**config.mk**
```make
export PLATFORM = sky130hd
export DESIGN_NAME = instr_fetch_queue
export DESIGN_NICKNAME = d
export VERILOG_FILES = /design/src/rtl/instr_fetch_queue.sv
export SDC_FILE = /design/constraint.sdc
export NUM_CORES = 1
export LEC_CHECK = 0
export ABC_AREA = 1
export BUFFER_PORTS_ARGS = -buffer_cell sky130_fd_sc_hd__buf_2
export CORE_MARGIN = 8
export CORE_UTILIZATION = 64
export DETAILED_ROUTE_END_ITERATION = 7
export GPL_TIMING_DRIVEN = 1
export PLACE_DENSITY = 0.83
export SLEW_MARGIN = 0
export SYNTH_ARGS = -nofsm -noshare
export SYNTH_HDL_FRONTEND = slang
export SYNTH_SLANG_ARGS = --single-unit
```
**constraint.sdc**
```tcl
create_clock -name clk -period 13.7 [get_ports clk]
set_input_delay 0.685 -clock clk [delete_from_list [all_inputs] [get_ports clk]]
set_output_delay 0.685 -clock clk [all_outputs]
set_load 0.03 [all_outputs]
```
**src/rtl/instr_fetch_queue.sv**
```systemverilog
// Instruction fetch front end: sequential PC generation, memory request channel,
// in-order response buffering and redirect flush, presented to decode via valid/ready.
module instr_fetch_queue #(
   parameter logic [31:0] RESET_PC = 32'h0000_0000,
   parameter int          DEPTH    = 4,
   parameter int          CNT_W    = 3
) (
   input  logic        clk,
   input  logic        reset,
   output logic        imem_req_valid,
   input  logic        imem_req_ready,
   output logic [31:0] imem_req_addr,
   input  logic        imem_rsp_valid,
   input  logic [31:0] imem_rsp_data,
   input  logic        redirect,
   input  logic [31:0] redirect_pc,
   output logic        instr_valid,
   input  logic        instr_ready,
   output logic [31:0] instr_out,
   output logic [31:0] instr_pc,
   output logic [31:0] instr_pcplus4
);

   localparam int PTR_W = $clog2(DEPTH);

   logic [31:0]      fetch_pc_q, fetch_pc_d;
   logic [31:0]      rsp_pc_q, rsp_pc_d;
   logic [CNT_W-1:0] count_q, count_d;
   logic [CNT_W-1:0] outst_q, outst_d;
   logic [CNT_W-1:0] drop_q, drop_d;
   logic [PTR_W-1:0] wr_ptr_q, wr_ptr_d;
   logic [PTR_W-1:0] rd_ptr_q, rd_ptr_d;
   logic [31:0]      data_mem_q [DEPTH];
   logic [31:0]      pc_mem_q   [DEPTH];
   logic [CNT_W:0]   occupancy;
   logic [31:0]      redirect_target;
   logic             accept;
   logic             capture;
   logic             pop;

   // Valid/ready: a transfer happens on any cycle where valid and ready are both
   // high; imem responses carry no backpressure and arrive in request order.
   // Requests reserve a FIFO slot, so captured responses can never overflow it.
   assign occupancy       = {1'b0, count_q} + {1'b0, outst_q};
   assign imem_req_valid  = ~reset & ~redirect & (occupancy < (CNT_W+1)'(DEPTH));
   assign imem_req_addr   = fetch_pc_q;
   assign redirect_target = redirect_pc & 32'hFFFF_FFFC;

   assign accept  = imem_req_valid & imem_req_ready;
   assign capture = imem_rsp_valid & (drop_q == '0) & ~redirect;
   assign pop     = instr_valid & instr_ready & ~redirect;

   assign instr_valid = (count_q != '0);
   assign instr_out   = data_mem_q[rd_ptr_q];
   assign instr_pc    = pc_mem_q[rd_ptr_q];
   // Head is don't-care when empty; gating keeps pcplus4 at zero out of reset.
   assign instr_pcplus4 = instr_valid ? (instr_pc + 32'd4) : 32'h0;

   always_comb begin
      fetch_pc_d = fetch_pc_q;
      rsp_pc_d   = rsp_pc_q;
      wr_ptr_d   = wr_ptr_q;
      rd_ptr_d   = rd_ptr_q;
      drop_d     = drop_q;
      count_d    = count_q + CNT_W'(capture) - CNT_W'(pop);
      outst_d    = outst_q + CNT_W'(accept) - CNT_W'(imem_rsp_valid);
      if (accept) begin
         fetch_pc_d = fetch_pc_q + 32'd4;
      end
      // Responses after the last redirect are consecutive words, so the PC of
      // the next captured response is a running tag rather than a stored queue.
      if (capture) begin
         wr_ptr_d = wr_ptr_q + PTR_W'(1);
         rsp_pc_d = rsp_pc_q + 32'd4;
      end
      if (pop) begin
         rd_ptr_d = rd_ptr_q + PTR_W'(1);
      end
      if (imem_rsp_valid && (drop_q != '0)) begin
         drop_d = drop_q - CNT_W'(1);
      end
      if (redirect) begin
         fetch_pc_d = redirect_target;
         rsp_pc_d   = redirect_target;
         count_d    = '0;
         wr_ptr_d   = '0;
         rd_ptr_d   = '0;
         drop_d     = outst_d;
      end
   end

   always_ff @(posedge clk or posedge reset) begin
      if (reset) begin
         fetch_pc_q <= RESET_PC;
         rsp_pc_q   <= RESET_PC;
         count_q    <= '0;
         outst_q    <= '0;
         drop_q     <= '0;
         wr_ptr_q   <= '0;
         rd_ptr_q   <= '0;
         for (int i = 0; i < DEPTH; i++) begin
            data_mem_q[i] <= 32'h0;
            pc_mem_q[i]   <= 32'h0;
         end
      end else begin
         fetch_pc_q <= fetch_pc_d;
         rsp_pc_q   <= rsp_pc_d;
         count_q    <= count_d;
         outst_q    <= outst_d;
         drop_q     <= drop_d;
         wr_ptr_q   <= wr_ptr_d;
         rd_ptr_q   <= rd_ptr_d;
         if (capture) begin
            data_mem_q[wr_ptr_q] <= imem_rsp_data;
            pc_mem_q[wr_ptr_q]   <= rsp_pc_q;
         end
      end
   end

   a_rsp_has_outstanding : assert property (@(posedge clk) disable iff (reset)
      imem_rsp_valid |-> (outst_q != '0));
   a_count_bound : assert property (@(posedge clk) disable iff (reset)
      count_q <= CNT_W'(DEPTH));
   a_drop_bound : assert property (@(posedge clk) disable iff (reset)
      drop_q <= outst_q);

endmodule

```
==> qor.csv <==
metric,value,unit
gr ovfl total,0,
R2R Path End,count_q[2],
CTS Hold Bufs,0,
wire length of the first global-routing pass,75600,um
post-synth top area share,0.479,
DRT antenna net count,0,
Detailed Route WL,46500,um
Die ar.,31700,um2
CTS buffer count,35,
Clock Latency Late Sink,0.51,ns
vias in the first global route,15500,
distinct cell type count after synthesis,41,
Ant. Diodes,0,
"Reg clk slew, reported paths",0.06,ns
Tmin final,4.77,ns
die height,178,um
final clock skew,0.0124,ns
Peak VDD IR,165,uV
post-route setup TNS,0,ns
crit share post-route,0.348,
crit-path max FO,82,
CTS tree,built,
RD Place Congestion,0.969,
reg-to-reg startpoint,count_q[1],
flop2flop setup slack,9.87,ns
Hold WC Path Type,input port to asynchronous set/reset pin,
leakage power,9.34,nW
"FFs w/ async S/R, synth",1.00,
1st-iter DRT viols,1719,
kind of critical path,flop to output pin,
via count,15900,
ranking of synthesized cells by area,"dfrtp_1 (48%), nand2_1 (17%), o21ai_0 (10%)",
initial core utilization,0.648,
clock sinks,321,
Achievable Freq,210,MHz
Max Slew Vio Count,0,
dpl ws,9.56,ns
top cell type by total area after synthesis,dfrtp_1,
CP Capture Type,output pin,
post-synthesis register bit count,321,
"EDFF count, synth",0,
post-synthesis sequential area ratio,0.479,
Critical Path Sink,instr_pcplus4[14],
RSZ-0062 raised after global routing,false,
Setup Viol. Count Final,0,
antenna violations before repair,0,
HPWL Detailed,29600,um
GRT Total Usage,0.292,
YS warnings,0,
transition time of the tightest slew-check pin,1.24,ns
# DRC,0,
Die W,178,um
pwr/cell area,199,nW/um2
final worst-path setup slack,8.93,ns
commonest cells in the netlist,"nand2_1 (767), o21ai_0 (344), dfrtp_1 (321)",
PostCTS Resize Cnt,0,
Final Hold Viols,0,
CP Launch Point,rd_ptr_q[1],
Post-Syn Area per Cell,7.49,um2
FF-to-FF path depth,13,
Critical Path AT,4.08,ns
PortBufs,191,
Post-CTS Setup Bufs,0,
synthesized area,16800,um2
via density per instance,5.86,
worst path required time,13.02,ns
Max-Cap Viols,0,
status,"complete, no violations",
Clock Tree Root,clkbuf_16,
Cells after Synth,2240,
top_reg_cell synth,dfrtp_1,
Longest Clk Path Bufs,3,
# rows,59,
largest net degree at the start of global routing,172,
Max transition margin,0.172,
top-count cell post-synth,nand2_1,
Worst Setup Start Kind,flop,
Pre-Repair DR Iteration Count,6,
total core area,25900,um2
Routed wire per std cell,17.1,um
Ports,200,
Total Nets Final,2448,
ratio of cells with drive above 1 in the final layout,0.121,
Layout area overhead,12.0,%
CTS H-tree depth,2,
-- worst min-delay path by stage --
stage	startpoint	to	slack, ns
floorplan	data_mem_q[32]	data_mem_q[32]	0.45
global placement	data_mem_q[35]	data_mem_q[35]	0.46
detailed placement	data_mem_q[73]	data_mem_q[73]	0.47
CTS	redirect_pc[26]	imem_req_addr[26]	0.44
global route	redirect_pc[26]	imem_req_addr[26]	0.44
finish	reset	drop_q[2]	0.43
-- metal layers --
metal	GRT usage	part of all wire	vias to the layer above
met3	0.0530	0.090	117
met5	0	0	-
met1	0.391	0.41	7595
li1	-	-	7482
met4	0.113	0.030	0
met2	0.468	0.47	749
-- kinds of logic (layout without fill, tap and decap cells) --
logic type | after synthesis | after routing | share of synthesized area
other | 1 | 6 | 0.000223
adders and majority gates | 17 | 17 | 0.0136
AOI/OAI and AO/OA | 450 | 450 | 0.143
xor gates and xnor gates | 38 | 38 | 0.0198
buffers and inverters | 269 | 409 | 0.0710
DFF | 321 | 321 | 0.479
and+or+nand+nor | 1144 | 1144 | 0.274
-- area by class of cell --
type                       count  area [um2]
tap                          335         419
multi-input combinational   1655        7610
clock buffer                  51         986
clock inverter                10         136
timing repair buffer         200        1040
inverter                     148         573
sequential                   321        8040
fill                        2084        7110
-- stage by stage --
stage / util / instances / cell area, um2 / hold slack, ns / power [mW]
floorplan: - / 2245 / 16800 / 0.448 / 2.40
global placement: 0.682 / 2659 / 17700 / 0.461 / 2.77
detailed placement: 0.682 / 2659 / 17700 / 0.468 / 2.82
CTS: 0.725 / 2720 / 18800 / 0.436 / 3.75
global route: 0.725 / 2720 / 18800 / 0.439 / 3.97
finish: 0.725 / 2720 / 18800 / 0.430 / 3.75
-- critical path, stage by stage (launching register included) --
cell and delay (ns):
dfrtp_2 0.34, buf_4 0.75, inv_4 0.59, nand3_1 0.24, nand2_1 0.14, inv_1 0.13
ha_1 0.21, nand2_1 0.10, nor2_1 0.18, nand2_2 0.15, nor2_1 0.22, o21ai_0 0.11
nor2_1 0.16, buf_2 0.22
-- sequential cells by signal, indices dropped and copies added (netlist names) --
signal,count
data_mem_q,128
pc_mem_q,120
imem_req_addr,30
rsp_pc_q,30
count_q,3
drop_q,3
outst_q,3
rd_ptr_q,2
wr_ptr_q,2
-- power breakdown --
group | internal, mW | leakage, nW | switching [mW]
Clock | 0.541 | 0.545 | 0.381
Sequential | 1.16 | 4.27 | 0.151
Combinational | 0.418 | 4.53 | 1.10
-- layout by cell type, fill, tap and decap left out, drive strengths merged --
cell and n:
nor3 27, a21oi 29, and3 3, o211ai 24, nand2 777, o21ai 346
clkinvlp 1, inv 148, fa 2, nor2 207, xnor2 11, a31oi 3
bufinv 2, or2 2, o22ai 34, conb 6, a22oi 6, o31ai 3
o311ai 1, clkbuf 51, nor4 1, clkinv 7, dfrtp 321, buf 200
nand4 10, o221ai 3, ha 15, xor2 27, a21o 1, nand3 117
No activity file was read; power rests on OpenSTA's default activity.
